`config.mk`:
```
export PLATFORM = sky130hd
export DESIGN_NAME = issue_scheduler
export DESIGN_NICKNAME = d
export VERILOG_FILES = /design/src/rtl/issue_pkg.sv /design/src/rtl/issue_scheduler_scoreboard.sv /design/src/rtl/issue_scheduler.sv
export SDC_FILE = /design/constraint.sdc
export NUM_CORES = 1
export LEC_CHECK = 0
export CAP_MARGIN = 25
export CORE_MARGIN = 10
export CORE_UTILIZATION = 40
export DETAILED_ROUTE_END_ITERATION = 8
export PLACE_DENSITY = 0.71
export SYNTH_ARGS = -nofsm -noshare
export SYNTH_HDL_FRONTEND = slang
export SYNTH_SLANG_ARGS = --single-unit
```
`constraint.sdc`:
```
create_clock -name clk -period 3.9 [get_ports clk]
set_input_delay 0.585 -clock clk [delete_from_list [all_inputs] [get_ports clk]]
set_output_delay 0.585 -clock clk [all_outputs]
set_load 0.05 [all_outputs]
```
`src/rtl/issue_pkg.sv`:
```
// issue_pkg: instruction field map, opcode classes and scheduler state encoding
package issue_pkg;
  localparam int NUM_REGS = 8;
  localparam int REG_W = 3;
  localparam int INSTR_W = 16;
  localparam int OP_LSB = 12;
  localparam int RD_LSB = 9;
  localparam int RS1_LSB = 6;
  localparam int IMM_BIT = 5;
  localparam int RS2_LSB = 2;
  localparam logic [3:0] OP_NOP = 4'h0;
  localparam logic [3:0] OP_LOAD = 4'h8;
  localparam logic [3:0] OP_STORE = 4'h9;
  localparam logic [3:0] OP_BR_LO = 4'hC;
  localparam logic [3:0] OP_BR_HI = 4'hE;
  localparam logic [3:0] OP_HALT = 4'hF;
  typedef enum logic [1:0] {RUN, BR_WAIT, HALTED} state_t;
  function automatic logic [3:0] opc(logic [INSTR_W-1:0] i);
    return i[OP_LSB+:4];
  endfunction
  function automatic logic [REG_W-1:0] rd_of(logic [INSTR_W-1:0] i);
    return i[RD_LSB+:REG_W];
  endfunction
  function automatic logic [REG_W-1:0] rs1_of(logic [INSTR_W-1:0] i);
    return i[RS1_LSB+:REG_W];
  endfunction
  function automatic logic [REG_W-1:0] rs2_of(logic [INSTR_W-1:0] i);
    return i[RS2_LSB+:REG_W];
  endfunction
  function automatic logic is_alu(logic [INSTR_W-1:0] i);
    return opc(i) != OP_NOP && opc(i) < OP_LOAD;
  endfunction
  function automatic logic is_branch(logic [INSTR_W-1:0] i);
    return opc(i) >= OP_BR_LO && opc(i) <= OP_BR_HI;
  endfunction
  function automatic logic is_halt(logic [INSTR_W-1:0] i);
    return opc(i) == OP_HALT;
  endfunction
  function automatic logic writes(logic [INSTR_W-1:0] i);
    return is_alu(i) || opc(i) == OP_LOAD;
  endfunction
  function automatic logic reads_rs1(logic [INSTR_W-1:0] i);
    return is_alu(i) || opc(i) == OP_LOAD || opc(i) == OP_STORE || is_branch(i);
  endfunction
  function automatic logic reads_rs2(logic [INSTR_W-1:0] i);
    return is_alu(i) && !i[IMM_BIT];
  endfunction
  function automatic logic reads_rd(logic [INSTR_W-1:0] i);
    return opc(i) == OP_STORE || is_branch(i);
  endfunction
  function automatic logic reads_reg(logic [INSTR_W-1:0] i, logic [REG_W-1:0] r);
    return (reads_rs1(i) && rs1_of(i) == r) || (reads_rs2(i) && rs2_of(i) == r) ||
           (reads_rd(i) && rd_of(i) == r);
  endfunction
  function automatic logic hazard(logic [INSTR_W-1:0] i, logic [NUM_REGS-1:0] b);
    return (reads_rs1(i) && b[rs1_of(i)]) || (reads_rs2(i) && b[rs2_of(i)]) ||
           ((reads_rd(i) || writes(i)) && b[rd_of(i)]);
  endfunction
endpackage

```
`src/rtl/issue_scheduler_scoreboard.sv`:
```
// scoreboard: per-register busy bits, set on issue, cleared on writeback, set wins
module scoreboard
  import issue_pkg::*;
(
  input  logic                clk,
  input  logic                reset,
  input  logic                set_en0,
  input  logic [REG_W-1:0]    set_rd0,
  input  logic                set_en1,
  input  logic [REG_W-1:0]    set_rd1,
  input  logic                clr_en0,
  input  logic [REG_W-1:0]    clr_rd0,
  input  logic                clr_en1,
  input  logic [REG_W-1:0]    clr_rd1,
  output logic [NUM_REGS-1:0] busy
);
  logic [NUM_REGS-1:0] set_m, clr_m;
  assign set_m = (NUM_REGS'(set_en0) << set_rd0) | (NUM_REGS'(set_en1) << set_rd1);
  assign clr_m = (NUM_REGS'(clr_en0) << clr_rd0) | (NUM_REGS'(clr_en1) << clr_rd1);
  // apply clears first so a same-cycle set of the same register survives
  always_ff @(posedge clk or negedge reset)
    if (!reset) busy <= '0;
    else busy <= (busy & ~clr_m) | set_m;
endmodule

```
`src/rtl/issue_scheduler.sv`:
```
// issue_scheduler: dual-issue in-order front end with scoreboard hazards and branch serialisation
module issue_scheduler
  import issue_pkg::*;
(
  input  logic                clk,
  input  logic                reset,
  input  logic                in_valid,
  input  logic [INSTR_W-1:0]  in_instr0,
  input  logic [INSTR_W-1:0]  in_instr1,
  output logic                in_ready,
  input  logic                stall,
  input  logic                wb_en0,
  input  logic                wb_en1,
  input  logic [REG_W-1:0]    wb_rd0,
  input  logic [REG_W-1:0]    wb_rd1,
  input  logic                branch_resolve,
  input  logic                is_branch_taken,
  output logic                issue_valid0,
  output logic                issue_valid1,
  output logic [INSTR_W-1:0]  issue_instr0,
  output logic [INSTR_W-1:0]  issue_instr1,
  output logic [NUM_REGS-1:0] busy,
  output logic                halted
);
  state_t state, state_nx;
  logic [INSTR_W-1:0] b0, b1;
  logic b0v, b1v, live, run, go0, go1, pair_ok, accept, flush;
  assign run = live && state == RUN && !stall;
  assign go0 = run && b0v && !hazard(b0, busy);
  assign pair_ok = !is_branch(b0) && !is_halt(b0) && !is_branch(b1) && !is_halt(b1) &&
                   !(writes(b0) && (reads_reg(b1, rd_of(b0)) || (writes(b1) && rd_of(b1) == rd_of(b0))));
  assign go1 = go0 && b1v && pair_ok && !hazard(b1, busy);
  assign in_ready = run && (!b0v || go0) && (!b1v || go1);
  assign accept = in_valid && in_ready;
  assign flush = state == BR_WAIT && !stall && branch_resolve && is_branch_taken;
  assign halted = state == HALTED;
  scoreboard u_sb (
    .clk(clk), .reset(reset),
    .set_en0(go0 && writes(b0)), .set_rd0(rd_of(b0)),
    .set_en1(go1 && writes(b1)), .set_rd1(rd_of(b1)),
    .clr_en0(wb_en0), .clr_rd0(wb_rd0),
    .clr_en1(wb_en1), .clr_rd1(wb_rd1),
    .busy(busy)
  );
  // next state: an issued branch waits for resolution, an issued HALT parks forever
  always_comb begin
    state_nx = stall ? state :
               state == BR_WAIT ? (branch_resolve ? RUN : BR_WAIT) :
               go0 && is_branch(b0) ? BR_WAIT :
               go0 && is_halt(b0) ? HALTED : state;
  end
  // buffer, issue registers and state; everything holds while stalled
  always_ff @(posedge clk or negedge reset)
    if (!reset) begin
      state <= RUN;
      live <= 1'b0;
      b0 <= '0;
      b1 <= '0;
      b0v <= 1'b0;
      b1v <= 1'b0;
      issue_valid0 <= 1'b0;
      issue_valid1 <= 1'b0;
      issue_instr0 <= '0;
      issue_instr1 <= '0;
    end else begin
      state <= state_nx;
      live <= 1'b1;
      if (accept) begin
        b0 <= in_instr0;
        b1 <= in_instr1;
        b0v <= 1'b1;
        b1v <= 1'b1;
      end else if (go0 && b1v && !go1) begin
        b0 <= b1;
        b1v <= 1'b0;
      end else if (go0 || flush) begin
        b0v <= 1'b0;
        b1v <= 1'b0;
      end
      if (!stall) begin
        issue_valid0 <= go0;
        issue_valid1 <= go1;
        issue_instr0 <= go0 ? b0 : '0;
        issue_instr1 <= go1 ? b1 : '0;
      end
    end
endmodule
```
Yosys cells after proc, flatten, opt, wreduce, memory -nomap -nowiden
Index checks and enable logic that the tools add are counted.

cells by class
  $mul = 0
  divide/modulo/power cells = 0
  bitwise logic cells = 6
  order comparisons = 12
  add/subtract/negate cells = 0
  muxes and demuxes = 25
  equal/unequal tests = 12
  shifts and indexed selects = 4
  reductions and logical operators = 81

operator list
  kind                                                                  count
  16-bit 2-to-1 mux                                                     4
  1-bit logical AND                                                     39
  1-bit by 3-bit << shifter with 8-bit output                           4
  4-bit == test, second input constant                                  6
  3-bit by 4-bit < comparator with 1-bit output, second input constant  6
  8-bit bitwise OR                                                      3
  1-bit logical OR                                                      20
  1-bit binary-select mux with 3-bit select                             6
  1-bit zero test                                                       13
  1-bit 2-to-1 mux                                                      12
  3-bit == test                                                         3
  8-bit AND                                                             1
  4-bit >= comparator, second input constant                            2
  4-bit <= comparator, second input constant                            2
  4-bit < comparator, second input constant                             2
  8-bit NOT                                                             1
  4-bit nonzero test                                                    2
  2-bit 2-to-1 mux                                                      3
  3-bit nonzero test                                                    2
  2-bit AND reduction                                                   2
  2-bit nonzero test                                                    2
  2-bit by 1-bit == test with 1-bit output, second input constant       1
  2-bit == test, second input constant                                  1
  2-bit zero test                                                       1
  other kinds (2)                                                       2

storage, ports and cells
  output and inout bits = 44
  memories kept = 0
  flip-flop bits (word level) = 79
  latch bits = 0
  memory bits (read-only) = 0
  word-level logic and storage cells = 151
  input bits = 46
  memory bits (writable) = 0

Longest topological paths before layout
Gate-level depths: netlist of run 1.

  depth in word-level cells = 19
  gate-level depth with buffers = 11
  mapped depth without buffers = 7

Cells and area by module
A second synthesis of run 1 with hierarchy kept.

unflattened totals
  cell total of the unflattened synthesis = 313
  area total of the unflattened synthesis = 4,072.7 um^2

modules (own cells, without submodules)
  module           cells each  instances  area each (um^2)  seq. area each (um^2)
  issue_scheduler  260         1          3,545.9           1,776.7
  scoreboard       53          1          526.8             200.2

Worst setup path before layout of run 1
No wires, ideal clock.

  path type = register to output
  from = register u_sb.busy[3]
  to = output port in_ready
  cell stages (with the launch flop) = 7
  data arrival time = 2,432 ps
  slack = 883 ps
  data required time = 3,315 ps
  buffers on the path = 0
  path through = dfrtp_1 > mux4_2 > mux2_2 > o21ai_1 > nand4_2 > a21oi_1 > o21a_1

on the way
  cells in the longest elaborated chain, start to end = 12
  elaborated cells between the ends (all ways) = 32
  classes of those cells = mux: 12; reduce/logical: 20

RTL lines
  element                                    RTL line                          RTL
  start: declaration                         issue_scheduler_scoreboard.sv:15  output logic [NUM_REGS-1:0] busy
  start signal: assignment                   issue_scheduler_scoreboard.sv:23  else busy <= (busy & ~clr_m) | set_m;
  1-bit binary-select mux with 3-bit select  issue_pkg.sv:56                   return (reads_rs1(i) && b[rs1_of(i)]) || (reads_rs2(i) && b[rs2_of(i)]) ||
  1-bit 2-to-1 mux (implied by the code)     issue_pkg.sv:56
  1-bit logical AND                          issue_pkg.sv:56
  1-bit logical OR (2 in series)             issue_pkg.sv:56
  1-bit zero test                            issue_scheduler.sv:29             assign go0 = run && b0v && !hazard(b0, busy);
  1-bit logical AND                          issue_scheduler.sv:29
  1-bit logical AND (3 in series)            issue_scheduler.sv:32             assign go1 = go0 && b1v && pair_ok && !hazard(b1, busy);
  1-bit logical OR                           issue_scheduler.sv:33             assign in_ready = run && (!b0v || go0) && (!b1v || go1);
  1-bit logical AND *                        issue_scheduler.sv:33
  end: declaration                           issue_scheduler.sv:10             output logic in_ready,

Mark *: on every way between the ends. The rest lies on a longest branch, timed or not. The select of a mux whose other input is x is not followed.

Worst setup path after layout of run 1
  from = register b0[10]
  to = output port in_ready

on the way
  cells in the longest elaborated chain, start to end = 12
  elaborated cells between the ends (all ways) = 26
  classes of those cells = eq/ne: 3; mux: 2; reduce/logical: 21

RTL lines
  element                                                                                             RTL line               RTL
  start: declaration                                                                                  issue_scheduler.sv:26  logic [INSTR_W-1:0] b0, b1;
  start signal: assignment                                                                            issue_scheduler.sv:69  b0 <= in_instr0;
  parallel branches: the longest is 11 deep, another holds 1-bit binary-select mux with 3-bit select  --
  1-bit logical AND *                                                                                 issue_scheduler.sv:33

Every way passes the cells marked *. The select of a mux whose other input is x is not followed.

==> flow_summary.toml, run 1 <==
[status]
status = "finished, final reports clean"

[placed_design]
dp.cells = 524
port-buffer-count = 89
place.gp.congestion = 0.825
postPlaceCellArea_um2 = 5040
dp_hpwl_um = 7710
dpl_worst_slack_ps = 516

[drt]
drt_wl_total_um = 10800
antenna_left = 0
drc_errors = 0
initialDrtViolationCount = 164
vias = 2989
via_per_inst = 5.51
routedWlPerCell_um = 19.8
dr.pass1.iters = 4

[timing]
rsz0062_at_grt = "false"
period_share_pct = 91.2
fmax_mhz = 281
period_minus_slack_ps = 3560
fin_worst_skew_ps = 7.86
setup_tns_ps = 0
worst_slack_ps = 343
finalHoldViolations = 0
maxSlewHeadroom_pct = 65.2
slew_violations = 0
setup_violations = 0
tightest_slew_ps = 521

[logic_synthesis]
synth_top_flop_cell = "dfrtp_1"
yosysWarningCount = 0
syn_inst = 317
synth.distinct_cells = 50
syn-num-nets = 363
syn_area_um2 = 4050
seq_area_frac_synth_pct = 48.9
synth.avg_cell_area_um2 = 12.8
synth_enable_flop_cells = 0
synth-seq-cells = 79
async_flop_share_pct = 100

[grt]
grt_pass1_vias = 3153
antenna_found_initial = 0
track_usage_pct = 15.0
grt_max_degree = 80
grt_pass1_wl_um = 17400
grt.overflow.total = 0

[worst_setup_path]
r2r-start = "b0[10]"
critical_path_class = "reg2out"
critical_path.top_delay_family = "multiplexers"
r2r_setup_slack_ps = 860
cp.required_ps = 3310
critPathArrivalTime_ps = 2970
max_stage_delay_ps = 610
cp_cell_sequence = "mux4_2, mux2_2, o21ai_1, nand4_2, a21oi_1, o21a_1, buf_12"
cp_num_buf_inv = 1
cp_slowest_cell = "dfrtp_1"
end_kind = "primary output"
crit_path_start_kind = "flop"
crit_start = "b0[10]"
crit_path_max_fanout = 11

[final_layout]
multi_input_area_um2 = 1940
layout_common_cells = "87 x clkdlybuf4s50_1, 79 x dfrtp_1, 30 x a22o_1, 22 x mux2_2"
fillers = 880
fin_cells = 542
final_common_cell = "clkdlybuf4s50_1"
drive_above_1_share_pct = 19.6
diodes = 0
nNetsFinal = 450
stdcell_area_um2 = 5250
regArea_um2 = 1980
area_delta_synth_final_pct = 29.8

[die]
die_x_um = 121
fp.dieArea_um2 = 14500
core_um2 = 9820
die_y_um = 121
std_cell_rows = 36
ioPinCount = 90
start_util_pct = 41.2

[clock_tree]
clock-sinks = 79
numCtsBuffers = 9
cts_resized = 0
cts_max_level = 3
cts_tree = "built"
ctsHoldBuffers = 0
clk_pin_slew_ps = 80
post_cts_buffers = 0
worstSkewPairLatency_ps = 360
cts_root_buffer = "clkbuf_8"
clk_path_buf_depth = 2

[pwr]
p_total_mw = 3.96
irDropWorstVdd_mv = 0.296
p_leak_nw = 2.24
power.density_nw_per_um2 = 754

[min_path]
hp-class = "in2async"

[flow_run]
drv_cap = 0
==> metal layers <==
metal / GRT usage (%) / routed length (µm) / vias to the layer above
met5: 0 / 0 / -
met4: 4.60 / 109 / 0
met3: 4.42 / 791 / 13
met2: 24.1 / 5280 / 101
met1: 19.0 / 4570 / 1502
li1: - / - / 1373
==> area by class of cell <==
| type | count | share of cell area [%] |
|---|---|---|
| sequential | 79 | 37.6 |
| multi-input combinational | 213 | 36.9 |
| timing repair buffer | 97 | 18.9 |
| tap | 133 | 3.17 |
| clock buffer | 11 | 2.50 |
| clock inverter | 5 | 0.667 |
| inverter | 4 | 0.286 |
==> stage by stage <==
stage	hold slack (ps)	util [%]
floorplan	289	-
global placement	466	51.3
detailed placement	475	51.3
CTS	414	53.0
global route	177	53.5
finish	157	53.5
==> Yosys cell counts, types with 2 or more instances <==
master | instances | share of area (%)
o21bai_1 | 2 | 0.37
nor2_1 | 4 | 0.37
dfrtp_1 | 79 | 49
buf_6 | 3 | 0.84
or4_1 | 2 | 0.37
a21oi_1 | 3 | 0.37
a31oi_1 | 6 | 0.93
xor2_1 | 10 | 2.2
nor2b_1 | 9 | 1.4
a22o_1 | 30 | 6.5
o21ai_0 | 9 | 1.1
nand4_1 | 2 | 0.31
nor4_1 | 2 | 0.31
nand3_1 | 9 | 1.1
mux2_2 | 22 | 6.1
o211ai_1 | 4 | 0.74
nor3_1 | 8 | 0.99
mux2_1 | 14 | 3.9
clkbuf_1 | 13 | 1.2
buf_2 | 3 | 0.37
nand2b_1 | 5 | 0.77
mux2_4 | 18 | 6.7
a32oi_1 | 3 | 0.65
mux4_2 | 10 | 5.6
nand2_1 | 18 | 1.7
inv_1 | 4 | 0.37
o41ai_1 | 2 | 0.43
==> cell families (layout without fill, tap and decap cells) <==
logic type / count (synthesis) / in the layout / synth area share, %
xor+xnor: 11 / 11 / 2.38
mux: 66 / 66 / 23.2
simple gates: 67 / 67 / 9.06
other cells: 1 / 1 / 0.0927
buf+inv: 25 / 117 / 3.46
flops: 79 / 79 / 48.9
compound gates: 68 / 68 / 13.0
==> state kept, by name, summed over array words and instances (netlist names) <==
register / cells
state: 2
issue_valid1: 1
issue_valid0: 1
b0v: 1
u_sb.busy: 8
issue_instr0: 16
b1: 16
live: 1
b0: 16
b1v: 1
issue_instr1: 16
==> worst paths after layout <==
kind                                   end  cells after the start
setup / recovery                  in_ready                      7
hold / removal                    state[1]                      1
setup reg to reg                    b1[14]                      8
hold reg to reg               issue_valid1                      1
max in group asynchronous  issue_instr1[7]                      2
min in group clk              issue_valid1                      1
==> report_power, final <==
group | leakage (nW) | total (mW) | switching, mW | internal (mW)
Clock | 0.0833 | 0.537 | 0.305 | 0.231
Combinational | 1.13 | 1.83 | 0.918 | 0.908
Sequential | 1.03 | 1.60 | 0.488 | 1.11
Power figures use the tool's default switching activity.
==> inputs of run 2 (changes only) <==
--- a/config.mk
+++ b/config.mk
@@ -5,7 +5,6 @@
 export SDC_FILE = /design/constraint.sdc
 export NUM_CORES = 1
 export LEC_CHECK = 0
-export CAP_MARGIN = 25
 export CORE_MARGIN = 10
 export CORE_UTILIZATION = 40
 export DETAILED_ROUTE_END_ITERATION = 8
==> constraint.sdc (replaced) <==
create_clock -name clk -period 3.66 [get_ports clk]
set_input_delay 0.549 -clock clk [delete_from_list [all_inputs] [get_ports clk]]
set_output_delay 0.549 -clock clk [all_outputs]
set_load 0.05 [all_outputs]
==> run 2 against run 1 <==
Compared with the run above:
- first-iteration DRC count rose by 46%
- combinational power rose by 6%
- clock power rose by 40%
- flip-flop and latch count did not move
- die area did not move
- non-clock buffer count fell by 2
- critical path type unchanged
==> flow_summary.toml, run 2 (synthesized netlist as in run 1, its figures left out) <==
[worst_setup_path]
crit_path_max_fanout = 6
cp.required_ps = 3110
r2r_cells = 7
crit_path_start_kind = "flop"
critPathArrivalTime_ps = 2880
end_kind = "primary output"
critical_path_class = "reg2out"

[final_layout]
diodes = 0
area_delta_synth_final_pct = 30.3
fillers = 872
nNetsFinal = 448
drive_above_1_share_pct = 19.7
final_common_cell = "clkdlybuf4s50_1"
layout_common_cells = "87 x clkdlybuf4s50_1, 78 x dfrtp_1, 30 x a22o_1, 22 x mux2_2"

[die]
core_um2 = 9820
start_util_pct = 41.2
die_x_um = 121
ioPinCount = 90
std_cell_rows = 36
die_y_um = 121
fp.dieArea_um2 = 14500

[clock_tree]
worstSkewPairLatency_ps = 360
numCtsBuffers = 9
cts_resized = 0
ctsHoldBuffers = 0
cts_tree = "built"
clock-sinks = 79
post_cts_buffers = 0
cts_root_buffer = "clkbuf_8"
clk_pin_slew_ps = 90
cts_max_level = 3
clk_path_buf_depth = 2

[grt]
grt_max_degree = 80
use_met3_pct = 4.33
antenna_found_initial = 0
track_usage_pct = 14.7
grt_pass1_vias = 3170
gr-usage-met1_pct = 19.0
grt_busiest_layer = "met2"
grt_pass1_wl_um = 17200
grt.overflow.total = 0
use_met2_pct = 23.0

[timing]
worst_slack_ps = 227
tightest_slew_ps = 1250
setup_violations = 0
period_minus_slack_ps = 3430
fin_worst_skew_ps = 10.6
maxSlewHeadroom_pct = 16.5
finalHoldViolations = 0
rsz0062_at_grt = "false"
period_share_pct = 93.8
fmax_mhz = 291
setup_tns_ps = 0
slew_violations = 0

[pwr]
power.density_nw_per_um2 = 836
p_leak_nw = 2.25
irDropWorstVdd_mv = 0.323

[drt]
drc_errors = 0
vias = 3035
dr.pass1.iters = 5
routedWlPerCell_um = 20.1
antenna_left = 0
initialDrtViolationCount = 239
drt_wl_total_um = 10800
via_per_inst = 5.62

[status]
status = "finished, final reports clean"

[min_path]
hp-class = "in2async"

[placed_design]
place.gp.congestion = 0.850
dp_hpwl_um = 7780
dpl_worst_slack_ps = 355
port-buffer-count = 89

[flow_run]
drv_cap = 0
-- run 2: cell types whose count changed in the layout (fill, tap and decap cells not counted), sizes merged --
cell	change
inv	+1
bufinv	+2
buf	-2
clkbuf	+1
clkinv	-4
-- run 2: routing by layer --
| metal | vias up | wire (µm) |
|---|---|---|
| li1 | 1368 | - |
| met1 | 1529 | 4820 |
| met2 | 111 | 5160 |
| met3 | 27 | 647 |
| met4 | 0 | 221 |
| met5 | - | 0 |
-- run 2: critical path, stage by stage, from the launching register on --
cell and delay [ps]:
dfrtp_1 520, mux4_1 600, mux2_2 290, a222oi_1 260
o211ai_1 230, nor2_1 260, o21a_1 210, buf_12 150
-- run 2: area by class of cell --
class | count | area, µm² | area share (%)
Clock buffer | 12 | 155 | 2.94
Clock inverter | 4 | 76.3 | 1.45
Inverter | 4 | 15.0 | 0.285
Multi-Input combinational cell | 213 | 1940 | 36.7
Sequential cell | 79 | 1980 | 37.5
Tap cell | 133 | 166 | 3.16
Timing Repair Buffer | 95 | 943 | 17.9
-- run 2: per-stage QoR --
step	area, µm²	total power [mW]	std cells	hold WS (ps)	util, %
floorplan	4050	3.02	317	253	-
global placement	5040	3.61	524	467	51.3
detailed placement	5040	3.67	524	469	51.3
CTS	5270	4.42	540	391	53.7
global route	5270	4.64	540	433	53.7
finish	5270	4.41	540	341	53.7
-- run 2: power breakdown --
| group | switching, mW | internal, mW |
|---|---|---|
| Combinational | 0.977 | 0.959 |
| Sequential | 0.535 | 1.18 |
| Clock | 0.328 | 0.424 |
| Total | 1.84 | 2.57 |
-- run 2: worst paths after layout --
kind,startpoint,to,slack [ps]
setup / recovery,b1[3],in_ready,230
hold / removal,reset,state[0],340
setup reg to reg,b0[12],b0[2],410
hold reg to reg,issue_instr0[9],issue_instr0[9],480
max in group asynchronous,reset,b0[10],2620
min in group clk,issue_instr0[9],issue_instr0[9],480
==> RTL edit, RTL diff (flow settings as in run 1) <==
Set the package constant `INSTR_W` to 18 (it was 16).
--- a/src/rtl/issue_pkg.sv
+++ b/src/rtl/issue_pkg.sv
@@ -2,7 +2,7 @@
 package issue_pkg;
   localparam int NUM_REGS = 8;
   localparam int REG_W = 3;
-  localparam int INSTR_W = 16;
+  localparam int INSTR_W = 18;
   localparam int OP_LSB = 12;
   localparam int RD_LSB = 9;
   localparam int RS1_LSB = 6;
Ports: changed (resized in_instr0, in_instr1, issue_instr0 and issue_instr1); port bits go from 90 to 98. The function was not compared with the original's and may differ.
==> RTL edit against run 1 <==
Total power down 4.6%. Sequential cell count up 8. Wire length up 5.7%. Setup slack better by 0.18 ns. Area after synthesis up 4.9%. Highest routed layer unchanged. Sequential share of layout area up 1.8 points. Critical path depth unchanged. Global-route usage up 0.51 points. Maximum frequency up 5.4%. Final area up 5.0%.
==> RTL edit: results (changes against run 1) <==
largest cells by area after synthesis dfrtp_1, a22o_1, mux4_2 (was dfrtp_1, mux2_4, a22o_1); Post-Synth XOR/XNOR Area 2.27% (was 2.38%); mux cell area share after synthesis 16.7% (was 23.2%); R2R Setup Slk 0.72 ns (was 0.86 ns); Total Routing Usage GR 15.5% (was 15.0%); DP HPWL 8.22 mm (was 7.71 mm); critical path arrival 2.79 ns (was 2.97 ns); family with the most delay on the worst path multiplexers (unchanged); DR iter-0 viols 288 (was 164); placed cell area 0.00530 mm^2 (was 0.00504 mm^2); status finished clean (unchanged); Final Skew 0.00921 ns (was 0.00786 ns); Vias/cell 5.55 (was 5.51); gpl congestion 0.870 (was 0.825); layout cell share with drive strength beyond 1 11.0% (was 19.6%); Worst Tran Pin Value 0.701 ns (was 0.521 ns); synth cell count leaders dfrtp_1, a22o_1, nand2_1 (was dfrtp_1, a22o_1, mux2_2); number of global-route vias before repair 3430 (was 3153); first-pass GRT wire length 18.6 mm (was 17.4 mm); pre-CTS setup slack 0.531 ns (was 0.516 ns); Final Non-Filler Cells 583 (was 542); worst vdd ir 0.000284 V (was 0.000296 V); Syn Area/Cell 11.9 um^2 (was 12.8 um^2); compound-gate portion of the synthesized area 16.8% (was 13.0%); Leakage 2.25 nW (was 2.24 nW); IO buf count 97 (was 89); f_max 296 MHz (was 281 MHz); worst skew pair latency 0.36 ns (about the same); Synth cell types 48 (was 50); FILL cells 886 (was 880); sequential fraction of the synthesis area 51.3% (was 48.9%); Post-Place Cells 566 (was 524); Final nets 492 (was 450); Worst Hold Slack 0.128 ns (was 0.157 ns); largest net degree at the start of global routing 88 (was 80)
RTL edit: cell types whose count changed after synthesis, sizes merged, moves of 3 or more:
| cell | run 1 | this run |
|---|---|---|
| mux2 | 54 | 23 |
| dfrtp | 79 | 87 |
| o211ai | 5 | 2 |
| a22oi | 0 | 5 |
| mux2i | 1 | 20 |
| a41oi | 0 | 4 |
| buf | 8 | 15 |
| nand2 | 18 | 31 |
| a22o | 30 | 37 |
| o21ai | 10 | 25 |
RTL edit: final cells by class:
cell class	count	area (um^2)	area share, %
Clock buffer	10	138	2.50
Clock inverter	6	46.3	0.840
Inverter	2	7.51	0.136
Multi-Input combinational cell	239	1920	34.8
Sequential cell	87	2180	39.5
Tap cell	136	170	3.09
Timing Repair Buffer	103	1060	19.2
RTL edit: per-layer routing:
metal  part of all wire, %  up-vias  track usage [%]
met5                     0        -                0
met4                   1.2        0             3.57
met3                   6.7       13             4.79
met2                    50      113             25.5
met1                    42     1600             19.6
li1                      -     1511                -
RTL edit: power by group:
| group | internal, mW | switching, mW |
|---|---|---|
| Sequential | 1.18 | 0.469 |
| Clock | 0.251 | 0.329 |
| Combinational | 0.713 | 0.837 |
| Total | 2.14 | 1.64 |
RTL edit: logic make-up after synthesis:
family          Yosys count
compound gates           96
other cells               1
buf+inv                  29
mux                      54
xor+xnor                 11
flops                    87
simple gates             77
RTL edit: path summary, 6_finish.rpt:
| path | startpoint | endpoint | cells past startpoint |
|---|---|---|---|
| worst max-delay path | b1[10] | in_ready | 7 |
| worst min-delay path | reset | issue_instr0[17] | 1 |
| worst max register to register | b1[10] | b1[4] | 7 |
| worst min register to register | issue_valid1 | issue_valid1 | 1 |
| max in group asynchronous | reset | b1[11] | 2 |
| min in group clk | issue_valid1 | issue_valid1 | 1 |
